[src/rtl/fpga_cfg_loader_pkg.sv]
// fpga_cfg_pkg: shared constants, state enum and word type for the
// configuration loader (fpga_cfg_loader and cfg_frame_asm).
package fpga_cfg_pkg;

  localparam logic [7:0] SYNC_BYTE   = 8'hA5;
  localparam logic [5:0] END_ADDR    = 6'h3F;
  localparam logic [5:0] NUM_TARGETS = 6'd43;

  localparam logic [5:0] A_BASE  = 6'd0;
  localparam logic [5:0] L1_ADDR = 6'd24;
  localparam logic [5:0] B_BASE  = 6'd25;
  localparam logic [5:0] C_BASE  = 6'd33;
  localparam logic [5:0] E1_ADDR = 6'd41;
  localparam logic [5:0] D1_ADDR = 6'd42;

  typedef logic [32:0] cfg_word_t;

  typedef enum logic [2:0] {
    S_HUNT,
    S_ADDR,
    S_DATA,
    S_CHK,
    S_WRITE,
    S_DONE,
    S_ERR
  } state_e;

endpackage

[src/rtl/fpga_cfg_loader_frame_asm.sv]
// cfg_frame_asm: data-byte counter, MSB-first word shifter and XOR
// accumulator. Ports: clr_i starts a frame, shift_i takes byte_i;
// last_o flags the 4th data byte, word_o is the word so far.
// xsum_o / addr_i exist only when CFG_CHECKSUM_EN is defined.
module cfg_frame_asm
  import fpga_cfg_pkg::*;
(
  input  logic        clk,
  input  logic        rst,
  input  logic        clr_i,
`ifdef CFG_CHECKSUM_EN
  input  logic [7:0]  addr_i,
  output logic [7:0]  xsum_o,
`endif
  input  logic        shift_i,
  input  logic [7:0]  byte_i,
  output logic        last_o,
  output logic [31:0] word_o
);

  logic [1:0]  cnt_q, cnt_d;
  logic [31:0] word_q, word_d;

  always_comb begin
    cnt_d  = cnt_q;
    word_d = word_q;
    if (clr_i) begin
      cnt_d  = 2'd0;
      word_d = '0;
    end else if (shift_i) begin
      cnt_d  = cnt_q + 2'd1;
      word_d = {word_q[23:0], byte_i};
    end
  end

  always_ff @(posedge clk or posedge rst) begin
    if (rst) begin
      cnt_q  <= 2'd0;
      word_q <= '0;
    end else begin
      cnt_q  <= cnt_d;
      word_q <= word_d;
    end
  end

`ifdef CFG_CHECKSUM_EN
  // Seeded with the full ADDR byte, mode and ignored bit included.
  logic [7:0] xsum_q, xsum_d;

  always_comb begin
    xsum_d = xsum_q;
    if (clr_i)        xsum_d = addr_i;
    else if (shift_i) xsum_d = xsum_q ^ byte_i;
  end

  always_ff @(posedge clk or posedge rst) begin
    if (rst) xsum_q <= '0;
    else     xsum_q <= xsum_d;
  end

  assign xsum_o = xsum_q;
`endif

  assign last_o = (cnt_q == 2'd3);
  assign word_o = word_q;

endmodule

[src/rtl/fpga_cfg_loader.sv]
// fpga_cfg_loader: parses SYNC/ADDR/D3..D0[/CHK] byte frames and issues
// one 33-bit write per frame to fabric config storage. Ports: cfg_valid/
// cfg_data/cfg_ready byte stream in; wr_en/wr_addr/wr_data write out;
// frame_count, sticky cfg_done / cfg_error. Macro: CFG_CHECKSUM_EN.
module fpga_cfg_loader
  import fpga_cfg_pkg::*;
(
  input  logic        clk,
  input  logic        rst,
  input  logic        cfg_valid,
  input  logic [7:0]  cfg_data,
  output logic        cfg_ready,
  output logic        wr_en,
  output logic [5:0]  wr_addr,
  output logic [32:0] wr_data,
  output logic [5:0]  frame_count,
  output logic        cfg_done,
  output logic        cfg_error
);

  state_e    state_q, state_d;
  logic [5:0] addr_q, addr_d;
  logic      mode_q, mode_d;
  logic      wr_en_q, wr_en_d;
  logic [5:0] wr_addr_q, wr_addr_d;
  cfg_word_t wr_data_q, wr_data_d;
  logic [5:0] fc_q, fc_d;
  logic      ready_q, ready_d;
  logic      done_q, done_d;
  logic      err_q, err_d;

  logic        acc, clr, shift, last;
  logic [31:0] word;

  assign acc = cfg_valid & ready_q;

`ifdef CFG_CHECKSUM_EN
  logic [7:0] xsum;
`else
  logic [7:0] unused_word_hi;
  assign unused_word_hi = word[31:24];
`endif

  cfg_frame_asm u_asm (
    .clk     (clk),
    .rst     (rst),
    .clr_i   (clr),
`ifdef CFG_CHECKSUM_EN
    .addr_i  (cfg_data),
    .xsum_o  (xsum),
`endif
    .shift_i (shift),
    .byte_i  (cfg_data),
    .last_o  (last),
    .word_o  (word)
  );

  always_comb begin
    state_d   = state_q;
    addr_d    = addr_q;
    mode_d    = mode_q;
    wr_addr_d = wr_addr_q;
    wr_data_d = wr_data_q;
    fc_d      = fc_q;
    clr       = 1'b0;
    shift     = 1'b0;
    unique case (state_q)
      S_HUNT: begin
        if (acc && cfg_data == SYNC_BYTE) state_d = S_ADDR;
      end
      S_ADDR: begin
        if (acc) begin
          if (cfg_data[5:0] == END_ADDR) begin
            state_d = S_DONE;
          end else if (cfg_data[5:0] >= NUM_TARGETS) begin
            state_d = S_ERR;
          end else begin
            addr_d  = cfg_data[5:0];
            mode_d  = cfg_data[7];
            clr     = 1'b1;
            state_d = S_DATA;
          end
        end
      end
      S_DATA: begin
        if (acc) begin
          shift = 1'b1;
          if (last) begin
`ifdef CFG_CHECKSUM_EN
            state_d = S_CHK;
`else
            // Last byte is still on the bus; splice it in directly.
            state_d   = S_WRITE;
            wr_addr_d = addr_q;
            wr_data_d = {mode_q, word[23:0], cfg_data};
`endif
          end
        end
      end
      S_CHK: begin
`ifdef CFG_CHECKSUM_EN
        if (acc) begin
          if (cfg_data == xsum) begin
            state_d   = S_WRITE;
            wr_addr_d = addr_q;
            wr_data_d = {mode_q, word};
          end else begin
            state_d = S_ERR;
          end
        end
`else
        state_d = S_HUNT;
`endif
      end
      S_WRITE: begin
        state_d = S_HUNT;
      end
      S_DONE: state_d = S_DONE;
      S_ERR:  state_d = S_ERR;
      default: state_d = S_HUNT;
    endcase
    wr_en_d = (state_d == S_WRITE);
    if (wr_en_d && fc_q != 6'h3F) fc_d = fc_q + 6'd1;
    ready_d = (state_d == S_HUNT) || (state_d == S_ADDR) ||
              (state_d == S_DATA) || (state_d == S_CHK);
    done_d  = (state_d == S_DONE);
    err_d   = (state_d == S_ERR);
  end

  always_ff @(posedge clk or posedge rst) begin
    if (rst) begin
      state_q   <= S_HUNT;
      addr_q    <= '0;
      mode_q    <= 1'b0;
      wr_en_q   <= 1'b0;
      wr_addr_q <= '0;
      wr_data_q <= '0;
      fc_q      <= '0;
      ready_q   <= 1'b1;
      done_q    <= 1'b0;
      err_q     <= 1'b0;
    end else begin
      state_q   <= state_d;
      addr_q    <= addr_d;
      mode_q    <= mode_d;
      wr_en_q   <= wr_en_d;
      wr_addr_q <= wr_addr_d;
      wr_data_q <= wr_data_d;
      fc_q      <= fc_d;
      ready_q   <= ready_d;
      done_q    <= done_d;
      err_q     <= err_d;
    end
  end

  assign cfg_ready   = ready_q;
  assign wr_en       = wr_en_q;
  assign wr_addr     = wr_addr_q;
  assign wr_data     = wr_data_q;
  assign frame_count = fc_q;
  assign cfg_done    = done_q;
  assign cfg_error   = err_q;

endmodule

[config.mk]
export PLATFORM = sky130hd
export DESIGN_NAME = fpga_cfg_loader
export DESIGN_NICKNAME = d
export VERILOG_FILES = /design/src/rtl/fpga_cfg_loader_pkg.sv /design/src/rtl/fpga_cfg_loader_frame_asm.sv /design/src/rtl/fpga_cfg_loader.sv
export SDC_FILE = /design/constraint.sdc
export NUM_CORES = 1
export LEC_CHECK = 0
export ABC_AREA = 1
export CORE_UTILIZATION = 57
export DETAILED_ROUTE_END_ITERATION = 6
export PLACE_DENSITY = 0.93
export REMOVE_ABC_BUFFERS = 1
export SYNTH_ARGS = -nofsm -noshare
export SYNTH_HDL_FRONTEND = slang
export SYNTH_SLANG_ARGS = --single-unit
export TNS_END_PERCENT = 100
[constraint.sdc]
create_clock -name clk -period 5.88 [get_ports clk]
set_input_delay 0.882 -clock clk [delete_from_list [all_inputs] [get_ports clk]]
set_output_delay 0.882 -clock clk [all_outputs]
set_load 0.02 [all_outputs]
==> impl_metrics.env <==
export IMPL_run_status="complete, no violations"
export IMPL_floorplan_initialDensity_pct=58.8
export IMPL_cts_htree_levels=3
export IMPL_final_min_clock_period_ps=2510
export IMPL_worstPathArrival_ps=2720
export IMPL_synth_cell_area_sq_um=3710
export IMPL_start_kind="input port"
export IMPL_cp_end_kind="flip-flop"
export IMPL_maxUsedRoutingLayer="met4"
export IMPL_ys_warnings_count=0
export IMPL_dp_hpwl_um=5160
export IMPL_setup_reg_to_reg_worst_slack_ps=3840
export IMPL_placement_cell_area_sq_um=4290
export IMPL_antenna_found_initial=0
export IMPL_design_area_sq_um=4520
export IMPL_maximum_clock_insertion_buffer_count=2
export IMPL_rsz0062_at_grt="no"
export IMPL_mostFrequentLayoutCell="sky130_fd_sc_hd__nand2_1"
export IMPL_transition_time_at_the_pin_with_the_least_slew_margin_ps=767
export IMPL_route_final_wire_length_um=7770
export IMPL_global_route_overflow_total=0
export IMPL_timing_worst_setup_path_type="in2reg"
export IMPL_antenna_cells_inserted=0
export IMPL_cts_setup_buffers=0
export IMPL_cts_made_buffers=9
export IMPL_cts_resized=0
export IMPL_routedWlPerCell_um=13.6
export IMPL_cts_hold_buffers=0
export IMPL_timing_hold_worst_class="reg2reg"
export IMPL_critical_path_top_delay_family="simple AND/OR/NAND/NOR gates"
export IMPL_synth_edff_count=0
export IMPL_die_w_um=82.7
export IMPL_setup_violations_final=0
export IMPL_rows=29
export IMPL_critPathBufInv=1
export IMPL_met3WireLength_um=457
export IMPL_detailroute_wirelength_met2_um=3850
export IMPL_wirelength_met1_um=3260
export IMPL_synthesized_flop_and_latch_total=85
export IMPL_yosysSeqAreaShare_pct=57.3
export IMPL_grt_use_total_pct=24.7
export IMPL_routabilityCongestion=0.932
export IMPL_report_power_total_mw=1.39
export IMPL_critical_path_max_stage_delay_ps=640
export IMPL_leakagePower_nw=2.37
export IMPL_power_density_nw_per_um2=308
export IMPL_fin_hold_ws_ps=486
export IMPL_grt_max_degree=60
export IMPL_layout_filler_cells=456
export IMPL_post_route_drc_count=0
export IMPL_period_share_pct=42.6
export IMPL_firstDrtPassIters=4
export IMPL_grt_pass1_wl_um=12300
export IMPL_most_common_layout_cells="sky130_fd_sc_hd__nand2_1 (154), sky130_fd_sc_hd__dfrtp_1 (84), sky130_fd_sc_hd__inv_1 (67)"
export IMPL_slew_headroom_pct=48.8
export IMPL_maxCapViolations=0
export IMPL_yosys_most_used_dff="sky130_fd_sc_hd__dfrtp_1"
export IMPL_synthArstFlopShare_pct=100
export IMPL_fin_skew_ps=7.29
export IMPL_drv_slew=0
export IMPL_syn2layout_area_growth_pct=21.7
export IMPL_achievable_frequency_mhz=399
export IMPL_totalNegativeSetupSlack_ps=0
export IMPL_io_pins=60
export IMPL_grt_pass1_vias=2758
export IMPL_chipHeight_um=82.7
export IMPL_cts_tree="done"
export IMPL_final_util_pct=71.6
export IMPL_avgViaCountPerCell=5.22
export IMPL_synth_avg_cell_area_sq_um=8.60
export IMPL_finalNetCount=501
export IMPL_clk_latency_ps=350
export IMPL_total_via_count_in_the_routed_design=2977
export IMPL_drive_gt1_share_pct=7.51
export IMPL_critical_path_slowest_cell="sky130_fd_sc_hd__nand3_2"
export IMPL_first_iter_violations=222
export IMPL_synthDistinctLibCells=24
export IMPL_drt_antenna_violating_nets=0
export IMPL_vdd_ir_drop_worst_mv=0.210
export IMPL_die_area_sq_um=6840
export IMPL_path_max_fanout=39
export IMPL_clock_sinks=85
export IMPL_critical_path_required_ps=6090
export IMPL_critical_path_cell_chain="clkdlybuf4s50_1 -> nand2_2 -> a21oi_1 -> nand3_2 -> nand2_1 -> o21ai_0"
export IMPL_port_buffers=59
export IMPL_clk_pin_slew_ps=80
export IMPL_syn_instance_count=432
export IMPL_core_sq_um=6310
export IMPL_cts_root_buffer_cell="sky130_fd_sc_hd__clkbuf_8"
export IMPL_finalHoldViolCount=0
-- cell usage after synthesis (4+ instances only) --
library cell	count	share of area, %
sky130_fd_sc_hd__o21ai_1	24	3.2
sky130_fd_sc_hd__dfrtp_1	84	57
sky130_fd_sc_hd__nand2_1	154	16
sky130_fd_sc_hd__nand3_1	4	0.54
sky130_fd_sc_hd__clkbuf_1	5	0.51
sky130_fd_sc_hd__o21ai_0	37	5.0
sky130_fd_sc_hd__xnor2_1	4	0.94
sky130_fd_sc_hd__buf_6	7	2.1
sky130_fd_sc_hd__inv_2	4	0.40
sky130_fd_sc_hd__nand2_2	5	0.84
sky130_fd_sc_hd__nor2_1	14	1.4
sky130_fd_sc_hd__inv_1	68	6.9
-- report_power, final --
part | switching, mW | total, mW | internal, mW
Clock | 0.204 | 0.465 | 0.261
Combinational | 0.141 | 0.220 | 0.0787
Sequential | 0.0399 | 0.707 | 0.667
-- worst paths after layout --
path	to	startpoint	cells after the start
min	wr_addr[5]	wr_addr[5]	2
min in group asynchronous	frame_count[0]	rst	2
max reg2reg	wr_data[0]	u_asm.cnt_q[1]	7
max in group asynchronous	wr_data[20]	rst	3
min reg2reg	wr_addr[5]	wr_addr[5]	2
max	mode_q	cfg_valid	6
-- cell families (layout without fill, tap and decap cells) --
| logic type | count (synthesis) | count (layout) | share of synthesized area (%) |
|---|---|---|---|
| AOI/OAI and AO/OA | 67 | 67 | 9.33 |
| xor gates and xnor gates | 5 | 5 | 1.18 |
| adders and majority gates | 2 | 2 | 0.674 |
| buffers and inverters | 88 | 149 | 10.6 |
| DFF | 85 | 85 | 57.3 |
| and+or+nand+nor | 185 | 185 | 20.9 |
-- registers in the layout (all words and copies together), names as in the netlist, 2 cells and up --
name / count
u_asm.cnt_q: 2
frame_count: 6
state_q: 3
wr_addr: 6
addr_q: 6
wr_data: 33
u_asm.word_o: 24
-- tightest hold or removal path: cells and delay by family (launching register included) --
kind / cells / cell delay [ps]
flip-flops: 1 / 350
AND/OR/NAND/NOR: 2 / 110
-- final cells by class --
type                    count  area [sq um]  share of cell area [%]
flip-flops and latches     85          2130                    47.1
multi-input cells         259          1190                    26.4
repair buffers             61           606                    13.4
inverters                  72           272                    6.01
clock buffers              12           155                    3.43
well taps                  77          96.3                    2.13
clock inverters             4          70.1                    1.55
-- per-layer routing --
layer  up-vias  GRT usage, %
met3        24          5.60
met4         0          12.8
met2       116          40.2
met1      1422          31.0
met5         -             0
li1       1415             -
-- metrics by stage --
step                setup slack (ps)  instances
finish                          3370        570
CTS                             3360        570
floorplan                       2810        416
detailed placement              2970        554
global route                    3110        570
global placement                3150        554
Power figures use the tool's default switching activity.
